[config.mk]
export PLATFORM = sky130hd
export DESIGN_NAME = decode_issue
export DESIGN_NICKNAME = d
export VERILOG_FILES = /design/src/rtl/decode_issue.sv
export SDC_FILE = /design/constraint.sdc
export NUM_CORES = 1
export LEC_CHECK = 0
export CORE_MARGIN = 2
export CORE_UTILIZATION = 50
export CTS_CLUSTER_DIAMETER = 80
export DETAILED_ROUTE_END_ITERATION = 10
export GPL_TIMING_DRIVEN = 0
export PLACE_DENSITY = 0.66
export SLEW_MARGIN = 25
export SYNTH_ARGS = -nofsm -noshare
export SYNTH_HDL_FRONTEND = slang
export SYNTH_SLANG_ARGS = --single-unit
[constraint.sdc]
create_clock -name clk -period 4.1 [get_ports clk]
set_input_delay 0.41 -clock clk [delete_from_list [all_inputs] [get_ports clk]]
set_output_delay 0.41 -clock clk [all_outputs]
set_load 0.1 [all_outputs]
[src/rtl/decode_issue.sv]
// decode_issue: single-slot decode/issue stage for a small in-order ALU pipe.
// Keeps a register file plus per-register busy bits. Instructions with an
// outstanding write to any referenced register are held off via in_ready.
// Downstream writebacks update the file, release busy bits, and bypass into
// operand reads in the same cycle.
module decode_issue #(
  parameter int DATA_W = 16,
  parameter int NREG   = 16
) (
  input  logic              clk,
  input  logic              rst_n,
  input  logic              in_valid,
  input  logic [31:0]       in_instr,
  output logic              in_ready,
  output logic              out_valid,
  output logic [7:0]        out_opCode,
  output logic [DATA_W-1:0] out_opA,
  output logic [DATA_W-1:0] out_opB,
  output logic [15:0]       out_imm,
  output logic [3:0]        out_rd,
  input  logic              wb_en,
  input  logic [3:0]        wb_addr,
  input  logic [DATA_W-1:0] wb_data,
  output logic              illegal
);

  localparam int AW = 4;

  localparam logic [7:0] OP_NOP = 8'd0;
  localparam logic [7:0] OP_ADD = 8'd1;
  localparam logic [7:0] OP_OR  = 8'd4;

  // Instruction fields
  logic [7:0]    opc;
  logic [AW-1:0] rd_idx;
  logic [AW-1:0] rs1_idx;
  logic [AW-1:0] rs2_idx;
  logic [15:0]   imm;

  assign opc     = in_instr[31:24];
  assign rd_idx  = in_instr[23:20];
  assign rs1_idx = in_instr[19:16];
  assign rs2_idx = in_instr[15:12];
  assign imm     = in_instr[15:0];

  // Decode classes: ALU ops touch registers; NOP/illegal pass straight through
  logic is_alu;
  logic is_legal;

  assign is_alu   = (opc >= OP_ADD) && (opc <= OP_OR);
  assign is_legal = (opc <= OP_OR);

  // Architectural state
  logic [DATA_W-1:0] regs_q [NREG];
  logic [NREG-1:0]   busy_q;
  logic [NREG-1:0]   busy_d;

  // Per-register writeback hit and the busy view after this cycle's writeback
  logic [NREG-1:0] wb_hit;
  logic [NREG-1:0] busy_eff;

  genvar gi;
  generate
    for (gi = 0; gi < NREG; gi++) begin : g_wb_hit
      assign wb_hit[gi]   = wb_en && (wb_addr == AW'(gi));
      assign busy_eff[gi] = busy_q[gi] & ~wb_hit[gi];
    end
  endgenerate

  // Hazard: an ALU op may not issue while any referenced register awaits a result
  logic hazard;
  logic accept;
  logic issue;

  assign hazard   = is_alu && (busy_eff[rs1_idx] || busy_eff[rs2_idx] || busy_eff[rd_idx]);
  assign in_ready = ~hazard;
  assign accept   = in_valid && in_ready;
  assign issue    = accept && is_alu;

  // Operand read: r0 is hard zero, otherwise same-cycle writeback data wins
  logic [DATA_W-1:0] opa_d;
  logic [DATA_W-1:0] opb_d;

  always_comb begin
    opa_d = '0;
    opb_d = '0;
    if (rs1_idx != '0) begin
      opa_d = wb_hit[rs1_idx] ? wb_data : regs_q[rs1_idx];
    end
    if (rs2_idx != '0) begin
      opb_d = wb_hit[rs2_idx] ? wb_data : regs_q[rs2_idx];
    end
  end

  // Next busy state: writeback clears, issue sets; set applied last so it wins.
  // r0 can never become busy.
  generate
    for (gi = 0; gi < NREG; gi++) begin : g_busy_next
      if (gi == 0) begin : g_r0
        assign busy_d[gi] = 1'b0;
      end else begin : g_rn
        assign busy_d[gi] = busy_eff[gi] | (issue && (rd_idx == AW'(gi)));
      end
    end
  endgenerate

  // Busy bit register
  always_ff @(posedge clk or negedge rst_n) begin
    if (!rst_n) begin
      busy_q <= '0;
    end else begin
      busy_q <= busy_d;
    end
  end

  // Register file: one writable entry per register; r0 stays at zero
  generate
    for (gi = 0; gi < NREG; gi++) begin : g_rf
      if (gi == 0) begin : g_r0
        // r0 is a constant-zero entry; writes to it are discarded
        always_ff @(posedge clk or negedge rst_n) begin
          if (!rst_n) begin
            regs_q[gi] <= '0;
          end else begin
            regs_q[gi] <= '0;
          end
        end
      end else begin : g_rn
        // Writeback updates the entry whether or not it was busy
        always_ff @(posedge clk or negedge rst_n) begin
          if (!rst_n) begin
            regs_q[gi] <= '0;
          end else if (wb_hit[gi]) begin
            regs_q[gi] <= wb_data;
          end
        end
      end
    end
  endgenerate

  // Issue slot registers: payload only moves on an ALU issue, valid every cycle
  logic              out_valid_q;
  logic [7:0]        out_opcode_q;
  logic [DATA_W-1:0] out_opa_q;
  logic [DATA_W-1:0] out_opb_q;
  logic [15:0]       out_imm_q;
  logic [AW-1:0]     out_rd_q;
  logic              illegal_q;

  // Issue slot and illegal-opcode pulse
  always_ff @(posedge clk or negedge rst_n) begin
    if (!rst_n) begin
      out_valid_q  <= 1'b0;
      out_opcode_q <= OP_NOP;
      out_opa_q    <= '0;
      out_opb_q    <= '0;
      out_imm_q    <= '0;
      out_rd_q     <= '0;
      illegal_q    <= 1'b0;
    end else begin
      out_valid_q <= issue;
      illegal_q   <= accept && !is_legal;
      if (issue) begin
        out_opcode_q <= opc;
        out_opa_q    <= opa_d;
        out_opb_q    <= opb_d;
        out_imm_q    <= imm;
        out_rd_q     <= rd_idx;
      end
    end
  end

  assign out_valid  = out_valid_q;
  assign out_opCode = out_opcode_q;
  assign out_opA    = out_opa_q;
  assign out_opB    = out_opb_q;
  assign out_imm    = out_imm_q;
  assign out_rd     = out_rd_q;
  assign illegal    = illegal_q;

endmodule

After elaboration in Yosys (flattened, before gate mapping)
Cells that the tools add are included.

storage, ports and cells
  register bits after elaboration = 317
  bits in latches = 0
  bits in writable memories = 0
  bits in read-only memories = 0
  output and inout port bits = 63
  logic and storage cells = 170
  memories kept = 0

cells by class
  $add $sub $neg = 0
  multiply operators = 0
  divide/modulo/power cells = 0
  order comparisons = 7
  equality and inequality tests = 30
  shift-type cells = 0
  muxes and demuxes = 20
  bitwise operators = 48
  reductions and logical operators = 42

operator list
  cell                                                 number
  binary-select mux 16 bit (select 4 bit)              2
  2-to-1 mux 16 bit                                    8
  == test 4 bit, second input constant                 16
  logical AND 1 bit                                    36
  == test 4 x 3 -> 1 bit, second input constant        8
  binary-select mux 1 bit (select 4 bit)               5
  == test 4 x 2 -> 1 bit, second input constant        4
  NOT 1 bit                                            16
  bitwise AND 1 bit                                    15
  < comparator 4 x 5 -> 1 bit, second input constant   3
  OR 1 bit                                             15
  >= comparator 5 bit, second input constant           2
  NOT 4 -> 5 bit                                       2
  == test 4 x 1 -> 1 bit, second input constant        2
  >= comparator 8 x 1 -> 1 bit, second input constant  1
  <= comparator 8 x 3 -> 1 bit, second input constant  1
  nonzero test 4 bit                                   2
  2-to-1 mux 1 bit                                     5
  zero test 4 bit                                      1
  logical OR 1 bit                                     2
  zero test 1 bit                                      1

Longest topological paths before layout
  depth in word-level cells = 14
  mapped depth = 12
  gate-level depth less buffers = 7

Worst setup path after synthesis
Ideal clock, no wire load.

  path type = input -> output
  from = input port wb_addr[0]
  to = output port in_ready
  data arrival time = 3,214 ps
  path slack = 476 ps
  stages = 10
  buffers on the path = 3
  path through = buf_2 or3b_1 buf_2 or2_1 buf_6 a221oi_2 and4b_1 nand2b_4 or4b_2 nand2_1

on the way
  word-level cells in the longest chain between the ends = 10
  elaborated cells between the ends (all ways) = 70
  those cells by class = eq/ne (15); mux (6); bitwise (31); reduce/logical (18)

ends and longest elaborated chain
  item                                            RTL line  source
  start: declaration                              22        input logic [3:0] wb_addr,
  == test 4 x 1 -> 1 bit (tied with other cells)  65        assign wb_hit[gi] = wb_en && (wb_addr == AW'(gi));
  logical AND 1 bit                               65
  NOT 1 bit                                       66        assign busy_eff[gi] = busy_q[gi] & ~wb_hit[gi];
  bitwise AND 1 bit                               66
  binary-select mux 1 bit (select 4 bit)          75        assign hazard = is_alu && (busy_eff[rs1_idx] || busy_eff[rs2_idx] || busy_eff[rd_idx]);
  2-to-1 mux 1 bit (implied by the code)          75
  logical OR 1 bit                                75
  logical OR 1 bit *                              75
  logical AND 1 bit *                             75
  NOT 1 bit *                                     76        assign in_ready = ~hazard;
  end: declaration                                14        output logic in_ready,

Mark *: on every way between the ends. The rest lies on a longest branch, timed or not. The select of a mux whose other input is x is not followed.

Final worst setup path
  from = input port wb_addr[2]
  to = output port in_ready

The elaborated chain is that of the path after synthesis.

==> impl_metrics.env <==
export IMPL_ant_nets=0
export IMPL_path_clk_slew_ns=0.05
export IMPL_fin_crit_sh=0.996
export IMPL_max_cap_violations=0
export IMPL_placed_cells=1805
export IMPL_synth_top_flop_cell="dfrtp_1"
export IMPL_synth_seq_area_share=0.464
export IMPL_n_fill_cell=2680
export IMPL_htreeDepth=2
export IMPL_cp_data_arrival_time_ns=3.67
export IMPL_vias=12100
export IMPL_worstRegToRegCells=8
export IMPL_leakagePower_nw=8.34
export IMPL_cp_max_fo=10
export IMPL_crit_path_max_incr_delay_ns=0.63
export IMPL_relSlewSlack=0.248
export IMPL_cts_buffers=35
export IMPL_grt_overflow=0
export IMPL_cts_tree="built"
export IMPL_async_reset_ff_frac=1.00
export IMPL_post_synth_top_count_cell="dfrtp_1"
export IMPL_ys_ff_latch=317
export IMPL_fmax_ghz=0.245
export IMPL_yosys_area_top_type="dfrtp_1"
export IMPL_dp_hpwl_um=36300
export IMPL_drt_pre_antenna_iters=5
export IMPL_status="finished clean"
export IMPL_grt_pass1_wl_um=79500
export IMPL_dieArea_um2=35700
export IMPL_synth_area_leaders="dfrtp_1, mux2_2, mux4_2"
export IMPL_num_antenna_cells=0
export IMPL_worst_path_buf_inv=4
export IMPL_place_area_um2=18900
export IMPL_port_buffers=110
export IMPL_syn_to_final_growth_pct=18.1
export IMPL_power_per_cell_area_nw_per_um2=508
export IMPL_synth_edff_count=0
export IMPL_synth_nets=1298
export IMPL_syn_inst=1242
export IMPL_final_setup_worst_slack_ns=0.0151
export IMPL_fp_dieW_um=189
export IMPL_rows=67
export IMPL_required_ns=3.69
export IMPL_postCtsSetupBuffers=0
export IMPL_drt_iter0_markers=1160
export IMPL_dp_slack_ns=-1.01
export IMPL_maxSlewViolCount=0
export IMPL_die_h_um=189
export IMPL_ys_types=64
export IMPL_reg2reg_setup_slack_ns=1.19
export IMPL_vdd_drop_max_v=0.000336
export IMPL_end_kind="output pin"
export IMPL_stdcell_area_um2=20200
export IMPL_netlist_area_leader_share=0.464
export IMPL_finalSetupViolations=0
export IMPL_io_pins=119
export IMPL_grtUsageTotal=0.303
export IMPL_grt_pass1_vias=12100
export IMPL_final_nets=1451
export IMPL_via_per_inst=6.50
export IMPL_antenna_found_initial=0
export IMPL_cp_startpoint="wb_addr[2]"
export IMPL_yosys_warnings=0
export IMPL_critical_path_depth=11
export IMPL_stdcell_count=1867
export IMPL_crit_family="simple AND/OR/NAND/NOR gates"
export IMPL_drc=0
export IMPL_cts_root_buf="clkbuf_16"
export IMPL_core_area_um2=33600
export IMPL_cts_buffer_depth=3
export IMPL_gp_congestion=0.915
export IMPL_r2r_end="out_opA[1]$_DFFE_PN0P_"
export IMPL_cp_start_kind="input pin"
export IMPL_grt_max_degree=92
export IMPL_rsz0062_at_grt="yes"
export IMPL_crit_slowest_cell="or4b_2"
export IMPL_wl_per_cell_um=28.4
export IMPL_syn_area_um2=17100
export IMPL_hp_class="input pin to async pin"
export IMPL_skew_ns=0.0169
export IMPL_worstSkewPairLatency_ns=0.52
export IMPL_floorplan_initialDensity=0.508
export IMPL_setup_tns_ns=0
export IMPL_reg2reg_from="busy_q[8]$_DFF_PN0_"
export IMPL_criticalPathCategory="input pin to output pin"
export IMPL_synth_common_cells="dfrtp_1, mux2_2, mux4_2"
export IMPL_cts_sinks=317
export IMPL_cp_endpoint="in_ready"
export IMPL_hold_viol=0
export IMPL_fin_total_pwr_mw=10.3
export IMPL_drive_gt1_frac=0.371
export IMPL_min_period_ns=4.08
export IMPL_syn_area_per_cell_um2=13.8
export IMPL_hold_worst_slack_ns=0.381
export IMPL_worst_slew_pin_slew_ns=1.13
export IMPL_wirelength_um=53000
export IMPL_path_cells="clkdlybuf4s50_1 > buf_2 > nand2_1 > buf_2 > nor2_4 > o221ai_1 > and4b_1 > nand2b_4 > or4b_2 > nand2_1 > buf_4"
export IMPL_final_util=0.600
## layout by cell type (no fill, tap or decap), types with 5 or more instances in the layout
cell	instances
o21ai_0	23
nand3_1	8
mux2_2	273
nor2b_1	11
o22ai_1	5
nand2_1	74
clkbuf_2	9
clkdlybuf4s50_1	108
and2_1	23
clkbuf_16	37
a22o_1	15
bufinv_16	5
clkbuf_1	78
mux4_2	129
buf_6	5
nor3_1	6
clkbuf_8	5
buf_2	21
clkinv_2	5
dfrtp_1	317
o211ai_1	9
o2bb2ai_1	17
o2111ai_1	7
nand2b_1	5
mux2i_1	64
nor2_1	36
inv_1	22
## cell families (layout without fill, tap and decap cells)
logic type,count (synthesis),count (layout),synth area share
mux,474,474,0.393
flops,317,317,0.464
simple gates,195,195,0.0559
buf+inv,135,312,0.0330
compound gates,115,115,0.0504
xor+xnor,6,6,0.00308
## worst min-delay path by stage
stage | cells after the start | to | slack [ns] | start
6_report | 2 | out_rd[0]$_DFFE_PN0P_ | 0.38 | rst_n
5_1_grt | 2 | out_rd[0]$_DFFE_PN0P_ | 0.41 | rst_n
4_1_cts | 2 | out_rd[0]$_DFFE_PN0P_ | 0.39 | rst_n
3_5_place_dp | 1 | out_rd[0]$_DFFE_PN0P_ | 0.33 | rst_n
3_3_place_gp | 1 | out_imm[7]$_DFFE_PN0P_ | 0.47 | out_imm[7]$_DFFE_PN0P_
2_1_floorplan | 0 | busy_q[10]$_DFF_PN0_ | 0.11 | rst_n
## cell type report
| class | count | area (µm²) | area share |
|---|---|---|---|
| Timing Repair Buffer | 116 | 1230 | 0.0609 |
| Inverter | 23 | 86.3 | 0.00428 |
| Multi-Input combinational cell | 790 | 8650 | 0.429 |
| Clock buffer | 48 | 1020 | 0.0504 |
| Tap cell | 448 | 561 | 0.0278 |
| Sequential cell | 317 | 7930 | 0.393 |
| Clock inverter | 13 | 198 | 0.00980 |
| Buffer | 112 | 504 | 0.0250 |
## report_power, final
| group | total, mW | leakage (nW) | internal, mW | switching (mW) |
|---|---|---|---|---|
| Sequential | 4.18 | 3.94 | 3.75 | 0.427 |
| Combinational | 2.72 | 3.81 | 1.31 | 1.41 |
| Clock | 3.36 | 0.590 | 2.05 | 1.31 |
## routing by layer
layer	vias to the layer above	track usage	share of wire
li1	4995	-	-
met1	6355	0.444	0.43
met2	646	0.456	0.45
met3	134	0.0551	0.079
met4	0	0.111	0.041
met5	-	0	0
## sequential cells by signal (all words and copies together), names as in the netlist
name and flops:
regs_q 240, out_imm 16, out_opA 16, out_opB 16, busy_q 15, out_opCode 8
out_rd 4, illegal 1, out_valid 1
## what timing repair did
| item | in CTS | in global routing |
|---|---|---|
| setup endpoints to repair | 1 | 3 |
| hold buffers | 1 | 0 |
| hold endpoints to repair | 39 | 0 |
| pin swaps | 0 | 0 |
| resized for setup | 11 | 9 |
Power figures use the tool's default switching activity.
